===== src/rtl/reflet_int_arbiter_if.sv =====
// Bus and interrupt-handshake signals of the reflet interrupt arbiter.
// master drives bus/CPU/exti side; slave is the arbiter itself.
interface reflet_int_arbiter_if #(
  parameter int unsigned addr_width = 16
);
  logic                  enable;
  logic [addr_width-1:0] addr;
  logic                  write_en;
  logic [7:0]            data_in;
  logic [7:0]            data_out;
  logic [3:0]            ext_int;
  logic                  int_req;
  logic [1:0]            int_num;
  logic                  int_ack;
  logic                  int_ret;

  modport master (
    output enable, addr, write_en, data_in, ext_int, int_ack, int_ret,
    input  data_out, int_req, int_num
  );

  modport slave (
    input  enable, addr, write_en, data_in, ext_int, int_ack, int_ret,
    output data_out, int_req, int_num
  );
endinterface


===== src/rtl/reflet_int_arbiter.sv =====
// Four-line nested interrupt arbiter: edge-detected pending bits, priority
// over the currently active level, and a two-state request/ack handshake.
module reflet_int_arbiter #(
  parameter int unsigned                base_addr_size = 16,
  parameter logic [base_addr_size-1:0] base_addr      = 16'hFF07
) (
  input logic                 clk,
  input logic                 reset,
  reflet_int_arbiter_if.slave bus
);

  typedef enum logic {IDLE = 1'b0, REQ = 1'b1} state_t;

  state_t                    state, state_next;
  logic                      ctrl_en, ctrl_next;
  logic [3:0]                pending, pending_next;
  logic [3:0]                active, active_next;
  logic [3:0]                prev;
  logic                      primed;
  logic [1:0]                int_num, num_next;

  logic [base_addr_size-1:0] offset;
  logic                      sel, wr;
  logic [1:0]                reg_idx;
  logic [3:0]                rise, w1c, ack_mask, ret_mask;
  logic                      ack, cur_valid, cand_valid;
  logic [1:0]                cur_level, cand;

  assign offset  = bus.addr - base_addr;
  assign sel     = bus.enable && (offset < base_addr_size'(3));
  assign wr      = sel && bus.write_en;
  assign reg_idx = offset[1:0];

  assign bus.int_req = (state == REQ);
  assign bus.int_num = int_num;

  always_comb begin
    bus.data_out = '0;
    if (sel) begin
      case (reg_idx)
        2'd0:    bus.data_out = {7'h00, ctrl_en};
        2'd1:    bus.data_out = {4'h0, pending};
        2'd2:    bus.data_out = {4'h0, active};
        default: bus.data_out = '0;
      endcase
    end
  end

  always_comb begin
    cur_valid = 1'b0;
    cur_level = '0;
    for (int unsigned i = 0; i < 4; i++) begin
      if (active[i]) begin
        cur_valid = 1'b1;
        cur_level = 2'(i);
      end
    end
    // A candidate must outrank every active line, so active lines never qualify.
    cand_valid = 1'b0;
    cand       = '0;
    for (int unsigned i = 0; i < 4; i++) begin
      if (pending[i] && (!cur_valid || (2'(i) > cur_level))) begin
        cand_valid = 1'b1;
        cand       = 2'(i);
      end
    end
  end

  always_comb begin
    // No edges are seen on the first sample after reset, so lines held high
    // through reset do not raise pending.
    rise     = primed ? (bus.ext_int & ~prev) : '0;
    w1c      = (wr && (reg_idx == 2'd1)) ? bus.data_in[3:0] : '0;
    ack      = (state == REQ) && bus.int_ack;
    ack_mask = ack ? (4'b0001 << int_num) : '0;
    ret_mask = (bus.int_ret && cur_valid) ? (4'b0001 << cur_level) : '0;

    pending_next = (pending & ~w1c & ~ack_mask) | rise;
    active_next  = (active & ~ret_mask) | ack_mask;
    ctrl_next    = (wr && (reg_idx == 2'd0)) ? bus.data_in[0] : ctrl_en;

    state_next = state;
    num_next   = int_num;
    case (state)
      IDLE: begin
        if (ctrl_en && cand_valid) begin
          state_next = REQ;
          num_next   = cand;
        end
      end
      REQ: begin
        if (ack || !pending_next[int_num] || !ctrl_next) begin
          state_next = IDLE;
        end
      end
      default: state_next = IDLE;
    endcase
  end

  always_ff @(posedge clk) begin
    if (!reset) begin
      state   <= IDLE;
      ctrl_en <= 1'b0;
      pending <= '0;
      active  <= '0;
      prev    <= '0;
      primed  <= 1'b0;
      int_num <= '0;
    end else begin
      state   <= state_next;
      ctrl_en <= ctrl_next;
      pending <= pending_next;
      active  <= active_next;
      prev    <= bus.ext_int;
      primed  <= 1'b1;
      int_num <= num_next;
    end
  end

endmodule


===== src/flat_wrapper.sv =====
// flat-port wrapper written by rule: the top's interface ports become plain ports
module reflet_int_arbiter_flat 
#(
  parameter int unsigned                base_addr_size = 16,
  parameter logic [base_addr_size-1:0] base_addr      = 16'hFF07
)
  (clk, reset, bus_enable, bus_addr, bus_write_en, bus_data_in, bus_ext_int, bus_int_ack, bus_int_ret, bus_data_out, bus_int_req, bus_int_num);
  reflet_int_arbiter_if #(.addr_width(16)) bus_i ();
  input logic clk;
  input logic reset;
  input wire logic [$bits(bus_i.enable)-1:0] bus_enable;
  input wire logic [$bits(bus_i.addr)-1:0] bus_addr;
  input wire logic [$bits(bus_i.write_en)-1:0] bus_write_en;
  input wire logic [$bits(bus_i.data_in)-1:0] bus_data_in;
  input wire logic [$bits(bus_i.ext_int)-1:0] bus_ext_int;
  input wire logic [$bits(bus_i.int_ack)-1:0] bus_int_ack;
  input wire logic [$bits(bus_i.int_ret)-1:0] bus_int_ret;
  output wire logic [$bits(bus_i.data_out)-1:0] bus_data_out;
  output wire logic [$bits(bus_i.int_req)-1:0] bus_int_req;
  output wire logic [$bits(bus_i.int_num)-1:0] bus_int_num;
  assign bus_i.enable = bus_enable;
  assign bus_i.addr = bus_addr;
  assign bus_i.write_en = bus_write_en;
  assign bus_i.data_in = bus_data_in;
  assign bus_i.ext_int = bus_ext_int;
  assign bus_i.int_ack = bus_int_ack;
  assign bus_i.int_ret = bus_int_ret;
  assign bus_data_out = bus_i.data_out;
  assign bus_int_req = bus_i.int_req;
  assign bus_int_num = bus_i.int_num;
  reflet_int_arbiter #(.base_addr_size(base_addr_size), .base_addr(base_addr)) u_core (.clk(clk), .reset(reset), .bus(bus_i));
endmodule

===== config.mk =====
export PLATFORM = sky130hd
export DESIGN_NAME = reflet_int_arbiter_flat
export DESIGN_NICKNAME = d
export VERILOG_FILES = /design/src/rtl/reflet_int_arbiter_if.sv /design/src/rtl/reflet_int_arbiter.sv /design/src/flat_wrapper.sv
export SDC_FILE = /design/constraint.sdc
export NUM_CORES = 1
export LEC_CHECK = 0
export ABC_AREA = 1
export CAP_MARGIN = 20
export CORE_ASPECT_RATIO = 1.2
export CORE_MARGIN = 4
export CORE_UTILIZATION = 41
export CTS_CLUSTER_DIAMETER = 80
export DETAILED_ROUTE_END_ITERATION = 8
export GPL_ROUTABILITY_DRIVEN = 0
export PLACE_DENSITY = 0.83
export SLEW_MARGIN = 40
export SYNTH_ARGS = -nofsm -noshare
export SYNTH_HDL_FRONTEND = slang
export SYNTH_SLANG_ARGS = --single-unit
export TNS_END_PERCENT = 50

===== constraint.sdc =====
create_clock -name clk -period 1.7 [get_ports clk]
set_input_delay 0.255 -clock clk [delete_from_list [all_inputs] [get_ports clk]]
set_output_delay 0.255 -clock clk [all_outputs]
set_load 0.02 [all_outputs]

# Word level (Yosys, flattened, before mapping)

Cells that the tools add are included.

Memories kept: 0
Memory bits (writable): 0
Input bits: 34
Memory bits (read-only): 0
Latch bits: 0
Bits in registers: 17

Shifts and indexed selects: 2
Order comparisons: 6
Div/mod/pow operators: 0
Multiplexer cells: 27
Equal/unequal tests: 2
Bitwise logic cells: 11
$mul: 0
Reduce and logical (&&, ||, !) cells: 22
Add/subtract/negate cells: 1

Operator list:

| operator                                                              | count |
|---|---|
| 4-bit two-way mux                                                     | 5 |
| 4-bit AND                                                             | 4 |
| 16-bit by 2-bit < comparator with 1-bit output, second input constant | 1 |
| 4-bit NOT                                                             | 4 |
| 16-bit subtractor, second input constant                              | 1 |
| 1-bit two-way mux                                                     | 15 |
| 4-bit one-hot mux with 3 select lines                                 | 1 |
| 1-bit logical AND                                                     | 11 |
| 2-bit two-way mux                                                     | 4 |
| 4-bit bitwise OR                                                      | 2 |
| 1-bit by 2-bit << shifter with 4-bit output, first input constant     | 2 |
| 1-bit logical OR                                                      | 6 |
| 1-bit by 2-bit > comparator with 1-bit output, first input constant   | 2 |
| 2-bit > comparator, first input constant                              | 2 |
| 1-bit logical NOT                                                     | 3 |
| 2-bit by 3-bit < comparator with 1-bit output, second input constant  | 1 |
| 1-bit binary-select mux with 2-bit select                             | 1 |
| 2-bit by 1-bit equality test with 1-bit output, second input constant | 1 |
| 2-bit equality test, second input constant                            | 1 |
| 2-bit logical NOT                                                     | 1 |
| 1-bit one-hot mux with 2 select lines                                 | 1 |
| 2-bit AND reduction                                                   | 1 |
| 1-bit NOT                                                             | 1 |

# Depth between registers and ports, before layout

Depth in word-level cells: 17
Depth in mapped cells: 16

# Worst setup path before layout

No wires, ideal clock.

Kind: input-to-output
Start point: in bus_addr[12]
End point: out bus_data_out[0]
Slack: 0.199 ns
Stages: 8
Arrival: 1.246 ns
Cell sequence: nand2_1 o21ai_0 nand2_1 nor2_1 nand2_1 nor2_4 inv_1 a31oi_1

Cells in the longest elaborated chain, start to end: 4

Ends and longest elaborated chain:

| what                                           | line                     | source |
|---|---|---|
| start: declaration                             | flat_wrapper.sv:12       | `input wire logic [$bits(bus_i.addr)-1:0] bus_addr;` |
| 16-bit subtractor                              | reflet_int_arbiter.sv:29 | `assign offset = bus.addr - base_addr;` |
| 16-bit by 2-bit < comparator with 1-bit output | reflet_int_arbiter.sv:30 | `assign sel = bus.enable && (offset < base_addr_size'(3));` |
| 1-bit logical AND                              | reflet_int_arbiter.sv:30 |  |
| 4-bit two-way mux                              | reflet_int_arbiter.sv:39 | `if (sel) begin` |
| end: declaration                               | flat_wrapper.sv:18       | `output wire logic [$bits(bus_i.data_out)-1:0] bus_data_out;` |

Every way passes these cells.

# Worst setup path in the final report

Start point: in bus_addr[7]
End point: out bus_data_out[0]

The elaborated chain is that of the path after synthesis.

==> impl_metrics.env <==
export IMPL_synth_cell_types=17
export IMPL_grt_max_degree=11
export IMPL_drive_gt1_share_pct=17.0
export IMPL_start_util_pct=43.8
export IMPL_ir_worst_vdd_uv=593
export IMPL_yosysMostFrequentCell="nand2_1"
export IMPL_wl_um=2680
export IMPL_die_area_um2=3350
export IMPL_crit_arrival_ns=1.39
export IMPL_cts_clk_slew_worst_paths_ns=0.10
export IMPL_finalCriticalPeriod_ns=1.64
export IMPL_grt_pass1_wl_um=4300
export IMPL_cp_start_kind="input port"
export IMPL_cts_hold_buf=0
export IMPL_leakagePower_nw=0.766
export IMPL_setup_viol=0
export IMPL_hold_path_class="in2reg"
export IMPL_synth_common_cells="nand2_1 (42), inv_1 (31), nor2_1 (30)"
export IMPL_place_area_um2=1490
export IMPL_grt_overflow=0
export IMPL_die_x_um=53.5
export IMPL_ios=45
export IMPL_drt_wirelength_per_cell_um=10.5
export IMPL_yosysSeqAreaShare_pct=33.4
export IMPL_worstSkewPairLatency_ns=0.30
export IMPL_htree_levels=1
export IMPL_path_max_fanout=4
export IMPL_p_per_area_nw_per_um2=533
export IMPL_drv_slew=0
export IMPL_clock_sinks=17
export IMPL_dpl_hpwl_um=2210
export IMPL_vias=1171
export IMPL_drc=0
export IMPL_syn_cell_area_um2=1020
export IMPL_synth_area_leaders="dfxtp_1 (33%), nand2_1 (15%), inv_1 (11%)"
export IMPL_n_fill_cell=237
export IMPL_area_delta_synth_final_pct=47.2
export IMPL_drtPass1Iterations=4
export IMPL_fin_setup_tns_ns=0
export IMPL_post_drt_via_cell_ratio=4.59
export IMPL_grt_pass1_vias=1097
export IMPL_clock_path_buffers=2
export IMPL_fmax_mhz=608
export IMPL_rsz0062_at_grt="true"
export IMPL_holdWs_ns=0.492
export IMPL_synth_edf_count=0
export IMPL_portBuffers=36
export IMPL_ys_flop_type="dfxtp_1"
export IMPL_ff2ff_setup_slack_ns=0.30
export IMPL_core_area_um2=2330
export IMPL_yosys_warnings=0
export IMPL_synth_top_area_cell="dfxtp_1"
export IMPL_design_area_um2=1500
export IMPL_async_flop_share_pct=0
export IMPL_drt_iter0_markers=21
export IMPL_p_total_uw=801
export IMPL_root_buffer="clkbuf_4"
export IMPL_cts_tree="built"
export IMPL_fp_dieH_um=62.6
export IMPL_post_synth_cell_area_avg_um2=5.89
export IMPL_antenna_found_initial=0
export IMPL_fin_skew_ns=0.00770
export IMPL_fp_row_count=19
export IMPL_cts_made_buffers=3
export IMPL_max_cap_viol_count=0
export IMPL_outcome="finished clean"
export IMPL_fin_crit_sh_pct=96.7
export IMPL_final_hold_violation_count=0
export IMPL_required_ns=1.44
export IMPL_synth_top_area_share_pct=33.4
export IMPL_ant_nets=0
export IMPL_netlist_instances=173
export IMPL_worstSetupPathType="in2out"
export IMPL_diodes=0
export IMPL_ys_ff_latch=17
export IMPL_cp_end_kind="output port"
export IMPL_fin_nets=259
export IMPL_grtUsageTotal_pct=16.8
where the power goes:
part | total, mW | internal (mW) | switching (mW)
logic | 0.167 | 0.0856 | 0.0810
registers | 0.418 | 0.411 | 0.00715
clock network | 0.216 | 0.0877 | 0.129
area by class of cell:
class,instances,area [um2],area share (%)
clock buffer,3,22.5,1.50
clock inverter,1,5.00,0.333
inverter,32,120,8.00
multi-input combinational,123,566,37.7
sequential,17,340,22.7
tap,31,38.8,2.58
timing repair buffer,48,409,27.2
metal layers:
| metal | part of all wire (%) | GRT usage [%] | vias up | wire length, um |
|---|---|---|---|---|
| met3 | 5.2 | 2.39 | 7 | 140 |
| met1 | 38 | 16.5 | 498 | 1010 |
| met2 | 54 | 31.9 | 32 | 1450 |
| li1 | - | - | 634 | - |
| met5 | 0 | 0 | - | 0 |
| met4 | 2.8 | 8.31 | 0 | 75 |
cells in the final DEF (no fill, tap or decap):
master and instances:
a21oi_1 12, a21oi_2 3, a31oi_1 2, buf_2 1, buf_4 16, clkbuf_2 3, clkbuf_4 3, clkdlybuf4s15_1 2
clkdlybuf4s50_1 14, clkinv_1 1, clkinv_2 1, conb_1 4, dfxtp_1 17, dlygate4sd2_1 11, dlymetal6s2s_1 1, inv_1 28
inv_2 3, nand2_1 38, nand2_2 4, nand3_1 14, nand3_2 1, nand4_1 4, nor2_1 30, nor2_4 1
nor3_1 1, o21ai_0 6, o21ai_1 1, o21ai_2 1, or2_2 1
per-stage QoR:
stage	instances	setup slack, ns	util (%)
floorplan	176	0.199	-
global placement	251	-0.699	64.0
detailed placement	251	-0.785	64.0
CTS	256	0.00179	64.4
global route	255	-0.00464	64.4
finish	255	0.0566	64.4
final timing paths:
path                                  startpoint                     to  cells past startpoint
worst min-delay path              bus_ext_int[0]         u_core.prev[0]                      3
worst max-delay path                 bus_addr[7]        bus_data_out[0]                      9
worst max register to register  u_core.active[3]  u_core.bus.int_num[1]                      9
worst min register to register  u_core.active[1]       u_core.active[1]                      2
state kept, by name, summed over array words and instances, names as in the netlist:
| register | flops |
|---|---|
| u_core.primed | 1 |
| u_core.pending | 4 |
| u_core.prev | 4 |
| u_core.ctrl_en | 1 |
| u_core.bus.int_req | 1 |
| u_core.bus.int_num | 2 |
| u_core.active | 4 |
worst max-delay path, stage by stage:
cell           delay [ns]
dlygate4sd2_1        0.24
nor3_1               0.18
nand2_1              0.08
nor2_1               0.08
nand2_1              0.09
nor2_4               0.10
inv_2                0.07
a31oi_1              0.14
buf_4                0.16
cell families (layout without fill, tap and decap cells):
logic type | after synthesis | after routing | share of synthesized area, %
simple gates | 94 | 94 | 39.0
other cells | 1 | 4 | 0.368
flops | 17 | 17 | 33.4
buf+inv | 36 | 84 | 14.7
compound gates | 25 | 25 | 12.5
repair_timing:
action,CTS,global route
resized for setup,45,17
pin swaps,13,11
buffers inserted,1,0
setup endpoints to repair,5,6
No activity file was read; power rests on OpenSTA's default activity.
